**src/rtl/z80_cmd_mailbox.sv**
```systemverilog
// z80_cmd_mailbox: 68k->Z80 command FIFO with NMI sequencing, status/reply ports and YM2610 strobe decode.
// Build option: define Z80CTRL_NMI_AUTOREARM_EN to re-assert NMI after the gap while commands remain queued.
module z80_cmd_mailbox #(
    parameter int FIFO_DEPTH  = 4,
    parameter int SYNC_STAGES = 2,
    parameter int NMI_GAP     = 6
) (
    input  logic                          CLK_24M,
    input  logic                          nRESET,
    input  logic [7:0]                    SDA_L,
    input  logic [7:0]                    SDD_IN,
    output logic [7:0]                    SDD_OUT,
    input  logic                          nIORQ,
    input  logic                          nSDRD,
    input  logic                          nSDWR,
    input  logic                          CMD_WR,
    input  logic [7:0]                    CMD_DATA,
    output logic [7:0]                    REPLY,
    output logic [$clog2(FIFO_DEPTH):0]   CMD_LEVEL,
    output logic                          CMD_FULL,
    output logic                          nZ80NMI,
    output logic                          n2610RD,
    output logic                          n2610WR,
    output logic                          n2610CS
);

    localparam int PW = $clog2(FIFO_DEPTH);
    localparam int LW = PW + 1;
    localparam int GW = $clog2(NMI_GAP + 1);

    typedef enum logic [1:0] {
        ST_IDLE   = 2'd0,
        ST_ASSERT = 2'd1,
        ST_GAP    = 2'd2
    } nmi_state_t;

    logic                   io_rd_n_s, io_wr_n_s;
    logic [SYNC_STAGES-1:0] rd_sync_q, rd_sync_d, wr_sync_q, wr_sync_d;
    logic                   rd_prev_q, rd_prev_d, wr_prev_q, wr_prev_d;
    logic                   rd_arm_q, rd_arm_d, wr_arm_q, wr_arm_d;
    logic                   rd_rise_s, rd_fall_s, wr_rise_s, wr_fall_s;
    logic                   rd_done_s, wr_done_s;
    logic [2:0]             addr_q, addr_d;
    logic [7:0]             data_q, data_d;

    logic [7:0]             mem_q [FIFO_DEPTH];
    logic [7:0]             mem_d [FIFO_DEPTH];
    logic [PW-1:0]          wr_ptr_q, wr_ptr_d, rd_ptr_q, rd_ptr_d;
    logic [LW-1:0]          level_q, level_d;
    logic                   ovf_q, ovf_d;
    logic [7:0]             last_pop_q, last_pop_d;
    logic [7:0]             reply_q, reply_d;
    logic                   en_q, en_d;

    nmi_state_t             state_q, state_d;
    logic [GW-1:0]          gap_cnt_q, gap_cnt_d;
    logic                   push_seen_q, push_seen_d;
    logic                   nmi_n_q, nmi_n_d;

    logic                   full_s, empty_s, push_s, pop_s, ovf_set_s, stat_clr_s;
    logic                   rel_s, en_wr_s, reply_wr_s, gap_done_s;
    logic [1:0]             grp_s;
    logic [LW+3:0]          lvl_ext_s;
    logic [7:0]             status_s, sdd_out_s;

    assign io_rd_n_s = nIORQ | nSDRD;
    assign io_wr_n_s = nIORQ | nSDWR;

    // Strobe synchronisers with armed edge detection and access address/data capture.
    // Sync flops reset to the active level so an access straddling reset release never arms.
    always_comb begin
        rd_sync_d = {rd_sync_q[SYNC_STAGES-2:0], io_rd_n_s};
        wr_sync_d = {wr_sync_q[SYNC_STAGES-2:0], io_wr_n_s};
        rd_prev_d = rd_sync_q[SYNC_STAGES-1];
        wr_prev_d = wr_sync_q[SYNC_STAGES-1];
        rd_rise_s = rd_sync_q[SYNC_STAGES-1] & ~rd_prev_q;
        rd_fall_s = ~rd_sync_q[SYNC_STAGES-1] & rd_prev_q;
        wr_rise_s = wr_sync_q[SYNC_STAGES-1] & ~wr_prev_q;
        wr_fall_s = ~wr_sync_q[SYNC_STAGES-1] & wr_prev_q;
        if (rd_fall_s) begin
            rd_arm_d = 1'b1;
        end else if (rd_rise_s) begin
            rd_arm_d = 1'b0;
        end else begin
            rd_arm_d = rd_arm_q;
        end
        if (wr_fall_s) begin
            wr_arm_d = 1'b1;
        end else if (wr_rise_s) begin
            wr_arm_d = 1'b0;
        end else begin
            wr_arm_d = wr_arm_q;
        end
        rd_done_s = rd_rise_s & rd_arm_q;
        wr_done_s = wr_rise_s & wr_arm_q;
        if (!io_rd_n_s || !io_wr_n_s) begin
            addr_d = SDA_L[4:2];
            data_d = SDD_IN;
        end else begin
            addr_d = addr_q;
            data_d = data_q;
        end
    end

    // Command FIFO, overflow flag, reply latch and NMI enable.
    always_comb begin
        grp_s      = addr_q[1:0];
        full_s     = (level_q == LW'(FIFO_DEPTH));
        empty_s    = (level_q == {LW{1'b0}});
        pop_s      = rd_done_s && (grp_s == 2'b00) && !empty_s;
        push_s     = CMD_WR && (!full_s || pop_s);
        ovf_set_s  = CMD_WR && full_s && !pop_s;
        stat_clr_s = rd_done_s && (grp_s == 2'b10);
        rel_s      = wr_done_s && (grp_s == 2'b00);
        en_wr_s    = wr_done_s && (grp_s == 2'b10);
        reply_wr_s = wr_done_s && (grp_s == 2'b11);

        mem_d = mem_q;
        if (push_s) begin
            mem_d[wr_ptr_q] = CMD_DATA;
            wr_ptr_d        = wr_ptr_q + PW'(1);
        end else begin
            wr_ptr_d        = wr_ptr_q;
        end
        if (pop_s) begin
            rd_ptr_d   = rd_ptr_q + PW'(1);
            last_pop_d = mem_q[rd_ptr_q];
        end else begin
            rd_ptr_d   = rd_ptr_q;
            last_pop_d = last_pop_q;
        end
        case ({push_s, pop_s})
            2'b10:   level_d = level_q + LW'(1);
            2'b01:   level_d = level_q - LW'(1);
            default: level_d = level_q;
        endcase
        // A drop in the same cycle as a status read must not be lost.
        if (ovf_set_s) begin
            ovf_d = 1'b1;
        end else if (stat_clr_s) begin
            ovf_d = 1'b0;
        end else begin
            ovf_d = ovf_q;
        end
        reply_d     = reply_wr_s ? data_q : reply_q;
        en_d        = en_wr_s ? addr_q[2] : en_q;
        push_seen_d = push_s;
    end

    // NMI sequencer next-state logic.
    always_comb begin
        state_d    = state_q;
        gap_cnt_d  = gap_cnt_q;
        gap_done_s = (gap_cnt_q == GW'(NMI_GAP - 1));
        if (!en_q) begin
            state_d   = ST_IDLE;
            gap_cnt_d = {GW{1'b0}};
        end else begin
            case (state_q)
                ST_IDLE: begin
                    if (push_seen_q) begin
                        state_d = ST_ASSERT;
                    end else begin
                        state_d = ST_IDLE;
                    end
                end
                ST_ASSERT: begin
                    if (pop_s || rel_s) begin
                        state_d   = ST_GAP;
                        gap_cnt_d = {GW{1'b0}};
                    end else begin
                        state_d   = ST_ASSERT;
                    end
                end
                ST_GAP: begin
                    if (rel_s) begin
                        gap_cnt_d = {GW{1'b0}};
                    end else if (gap_done_s) begin
                        gap_cnt_d = {GW{1'b0}};
`ifdef Z80CTRL_NMI_AUTOREARM_EN
                        state_d   = (level_d != {LW{1'b0}}) ? ST_ASSERT : ST_IDLE;
`else
                        state_d   = ST_IDLE;
`endif
                    end else begin
                        gap_cnt_d = gap_cnt_q + GW'(1);
                    end
                end
                default: begin
                    state_d   = ST_IDLE;
                    gap_cnt_d = {GW{1'b0}};
                end
            endcase
        end
        nmi_n_d = (state_d != ST_ASSERT);
    end

    // State registers.
    always_ff @(posedge CLK_24M or negedge nRESET) begin
        if (!nRESET) begin
            rd_sync_q   <= {SYNC_STAGES{1'b0}};
            wr_sync_q   <= {SYNC_STAGES{1'b0}};
            rd_prev_q   <= 1'b0;
            wr_prev_q   <= 1'b0;
            rd_arm_q    <= 1'b0;
            wr_arm_q    <= 1'b0;
            addr_q      <= 3'b000;
            data_q      <= 8'h00;
            for (int i = 0; i < FIFO_DEPTH; i++) begin
                mem_q[i] <= 8'h00;
            end
            wr_ptr_q    <= {PW{1'b0}};
            rd_ptr_q    <= {PW{1'b0}};
            level_q     <= {LW{1'b0}};
            ovf_q       <= 1'b0;
            last_pop_q  <= 8'h00;
            reply_q     <= 8'h00;
            en_q        <= 1'b0;
            state_q     <= ST_IDLE;
            gap_cnt_q   <= {GW{1'b0}};
            push_seen_q <= 1'b0;
            nmi_n_q     <= 1'b1;
        end else begin
            rd_sync_q   <= rd_sync_d;
            wr_sync_q   <= wr_sync_d;
            rd_prev_q   <= rd_prev_d;
            wr_prev_q   <= wr_prev_d;
            rd_arm_q    <= rd_arm_d;
            wr_arm_q    <= wr_arm_d;
            addr_q      <= addr_d;
            data_q      <= data_d;
            mem_q       <= mem_d;
            wr_ptr_q    <= wr_ptr_d;
            rd_ptr_q    <= rd_ptr_d;
            level_q     <= level_d;
            ovf_q       <= ovf_d;
            last_pop_q  <= last_pop_d;
            reply_q     <= reply_d;
            en_q        <= en_d;
            state_q     <= state_d;
            gap_cnt_q   <= gap_cnt_d;
            push_seen_q <= push_seen_d;
            nmi_n_q     <= nmi_n_d;
        end
    end

    // Z80 read-data mux and YM2610 strobes, decoded straight from the live bus.
    always_comb begin
        lvl_ext_s = {4'b0000, level_q};
        status_s  = {ovf_q, empty_s, full_s, 1'b0, lvl_ext_s[3:0]};
        sdd_out_s = 8'h00;
        if (!io_rd_n_s) begin
            case (SDA_L[3:2])
                2'b00:   sdd_out_s = empty_s ? last_pop_q : mem_q[rd_ptr_q];
                2'b10:   sdd_out_s = status_s;
                2'b11:   sdd_out_s = reply_q;
                default: sdd_out_s = 8'h00;
            endcase
        end else begin
            sdd_out_s = 8'h00;
        end
    end

    assign SDD_OUT   = sdd_out_s;
    assign n2610RD   = !(!io_rd_n_s && (SDA_L[3:2] == 2'b01));
    assign n2610WR   = !(!io_wr_n_s && (SDA_L[3:2] == 2'b01));
    assign n2610CS   = n2610RD & n2610WR;
    assign REPLY     = reply_q;
    assign CMD_LEVEL = level_q;
    assign CMD_FULL  = full_s;
    assign nZ80NMI   = nmi_n_q;

endmodule

```
**config.mk**
```make
export PLATFORM = sky130hd
export DESIGN_NAME = z80_cmd_mailbox
export DESIGN_NICKNAME = d
export VERILOG_FILES = /design/src/rtl/z80_cmd_mailbox.sv
export SDC_FILE = /design/constraint.sdc
export NUM_CORES = 1
export LEC_CHECK = 0
export CORE_AREA = 3 3 102 104
export CTS_BUF_LIST = sky130_fd_sc_hd__clkbuf_8
export DETAILED_ROUTE_END_ITERATION = 8
export DIE_AREA = 0 0 105 107
export GPL_ROUTABILITY_DRIVEN = 0
export PLACE_DENSITY = 0.62
export SLEW_MARGIN = 20
export SYNTH_ARGS = -nofsm -noshare
export SYNTH_HDL_FRONTEND = slang
export SYNTH_SLANG_ARGS = --single-unit
```
**constraint.sdc**
```tcl
create_clock -name CLK_24M -period 2.5 [get_ports CLK_24M]
set_input_delay 0.625 -clock CLK_24M [delete_from_list [all_inputs] [get_ports CLK_24M]]
set_output_delay 0.625 -clock CLK_24M [all_outputs]
set_load 0.03 [all_outputs]
```
==> metrics.cfg <==
[routing]
drtPass1Iterations=4
ant_nets=0
wl_per_cell_um=15.1
drt_iter0_drc=90
finalWirelength_mm=7.72
drc=0
vias=2483
vias_per_cell=4.84

[final_layout]
nFillCells=869
drive_gt1_share_pct=36.8
area_growth_pct=29.6
finish.net_count=415
fin_util_pct=51.5
multi_input_area_um2=1720
ff_latch_area_um2=2080
layout.cells.non_filler=513
antennaDiodeCount=0
final_cell_area_um2=4970

[grt]
grt_pass1_vias=2615
grt_pass1_wl_mm=13.2
grt_usage_pct=14.9
overflow=0
grt_max_degree=49
antenna_found_initial=0

[worst_setup_path]
startpoint_type=register
worstSetupPathType=reg -> out
cp.arrival_ns=1.92
path_max_fanout=4
required_ns=1.88
cp-end-kind=output port

[job]
max_cap_viol_count=0

[synth]
ys_seq_elements=83
synth_seq_area_share_pct=54.2
synthesis.area_um2=3830
avgSynthCellArea_um2=12.9
ys_warn_count=0
ys_types=42
syn-num-nets=337
netlist_instances=297
yosysTopAreaCell=dfrtp_1
synth_area_leaders=dfrtp_1 54%, mux2_2 16%, mux4_2 4.7%, ha_1 2.9%, nand2_1 2.7%
yosysTopAreaCellShare_pct=53.5

[placement]
pre_cts_ws_ns=-0.418
post-dp-hpwl_mm=5.57
postPlaceCellArea_um2=4570
placed_cells=488
port_buffers=48

[timing]
fin_setup_tns_ns=-0.126
worst_slew_pin_slew_ns=0.486
period_share_pct=102
setup_ws_ns=-0.0421
finalMaxSlewViolations=0
max_freq_mhz=393
fin_crit_ns=2.54
rsz0062_at_grt=true
fin_skew_ns=0.00932
setup_viol=4
maxSlewHeadroom_pct=67.2
hold_viol=0

[die]
core_um2=9640
rows=36
die_x_um=105
dieArea_um2=11200
io_pins=54
die_y_um=107
start_util_pct=39.8

[clocking]
clock_latency_ns=0.35
htreeDepth=3
path_clk_slew_ns=0.08
cts_tree=yes
clock-sinks=83
root_buffer=clkbuf_8
clockBufferDepth=2
postCtsHoldBufs=0
cts_inserted_buffers=9

[power_and_ir_drop]
power_density_nw_per_um2=1020
max-vdd-ir-drop_mv=0.603
p_leak_nw=2.16

[status]
outcome=finished with violations
violations=setup timing

[hold_path]
hold_class=in -> async

## cell type report
| type | instances | share of cell area (%) |
|---|---|---|
| clock buffers | 10 | 2.77 |
| flip-flops and latches | 83 | 41.9 |
| clock inverters | 6 | 1.79 |
| multi-input cells | 185 | 34.7 |
| repair buffers | 76 | 14.0 |
| inverters | 20 | 1.51 |
| well taps | 133 | 3.35 |
## layer usage
layer / wire length (um) / GRT usage (%)
met5: 0 / 0
met3: 278 / 4.27
met2: 3990 / 25.9
met4: 62 / 4.03
met1: 3390 / 18.2
## layout by cell type, fill, tap and decap left out, types with 5 or more instances in the layout
cell | netlist | layout
inv_1 | 20 | 21
mux2i_1 | 5 | 5
o21ai_0 | 7 | 6
clkbuf_8 | 0 | 10
dfrtp_1 | 82 | 80
mux2_2 | 53 | 53
nor2_1 | 11 | 9
nand2_1 | 28 | 28
nand3_1 | 9 | 6
mux4_2 | 8 | 8
buf_6 | 1 | 10
dlygate4sd2_1 | 0 | 5
ha_1 | 9 | 9
clkdlybuf4s50_1 | 0 | 31
buf_4 | 0 | 26
## registers in the layout, summed over array words and instances (netlist names), 2 cells and up
signal and count:
mem_q 32, REPLY 8, data_q 8, last_pop_q 8, CMD_LEVEL 3, addr_q 3, gap_cnt_q 3, rd_ptr_q 2
rd_sync_q 2, state_q 2, wr_ptr_q 2, wr_sync_q 2
## worst paths after layout
check	slack, ns	endpoint	startpoint	cells past startpoint
worst min register to register	0.36	rd_sync_q[1]	rd_sync_q[0]	0
min in group CLK_24M	0.36	rd_sync_q[1]	rd_sync_q[0]	0
worst min-delay path	0.22	addr_q[2]	nRESET	1
worst max-delay path	-0.04	SDD_OUT[1]	CMD_LEVEL[2]	4
worst max register to register	0.22	CMD_LEVEL[2]	rd_prev_q	11
max in group asynchronous	1.61	nZ80NMI	nRESET	2
## per-stage QoR
step | hold WS (ns) | power [W]
3_3_place_gp | 0.335 | 0.00382
2_1_floorplan | 0.329 | 0.00329
4_1_cts | 0.217 | 0.00514
6_report | 0.222 | 0.00509
5_1_grt | 0.236 | 0.00542
3_5_place_dp | 0.337 | 0.00389
## repair_timing
item | CTS | global route
setup buffers | 9 | 0
endpoints found under the setup margin | 12 | 9
pin swaps | 9 | 4
resized for setup | 37 | 10
## where the power goes
| part | switching (W) | internal [W] | total, W |
|---|---|---|---|
| logic | 0.000864 | 0.00105 | 0.00191 |
| clock network | 0.000479 | 0.000591 | 0.00107 |
| registers | 0.000294 | 0.00181 | 0.00210 |
| total | 0.00164 | 0.00345 | 0.00509 |
## cell usage after synthesis
master / instances
a21oi_1: 7
a221o_1: 4
a31oi_1: 3
a32o_1: 1
a32oi_1: 1
a41oi_1: 1
and3_1: 2
and4bb_2: 1
buf_1: 1
buf_2: 3
buf_6: 1
clkbuf_1: 4
dfrtp_1: 82
dfstp_2: 1
fa_1: 1
ha_1: 9
inv_1: 20
mux2_1: 1
mux2_2: 53
mux2i_1: 5
mux4_2: 8
nand2_1: 28
nand2_2: 1
nand2_8: 4
nand2b_1: 4
nand3_1: 9
nand4_1: 2
nand4b_1: 1
nor2_1: 11
nor3_1: 4
nor4b_1: 1
nor4bb_1: 1
o2111ai_1: 1
o21a_1: 2
o21ai_0: 7
o221ai_1: 1
o41ai_1: 1
or2_2: 1
or3_1: 2
or3b_1: 1
xnor2_1: 4
xor2_1: 2
## worst max-delay path, cell delays in order (launching register included)
cell	delay (ns)
dfrtp_2	0.43
or3_4	0.43
and3_4	0.18
a221o_1	0.37
buf_6	0.16
## cells by family (layout without fill, tap and decap cells)
group / count (synthesis) / after routing / synth area share [%]
AOI/OAI and AO/OA: 29 / 29 / 5.15
xor gates and xnor gates: 6 / 6 / 1.37
adders and majority gates: 10 / 10 / 3.46
buffers and inverters: 29 / 112 / 3.13
DFF: 83 / 83 / 54.2
muxes: 67 / 67 / 21.9
and+or+nand+nor: 73 / 73 / 10.8
Note: power is estimated with default switching activity, not from simulation.
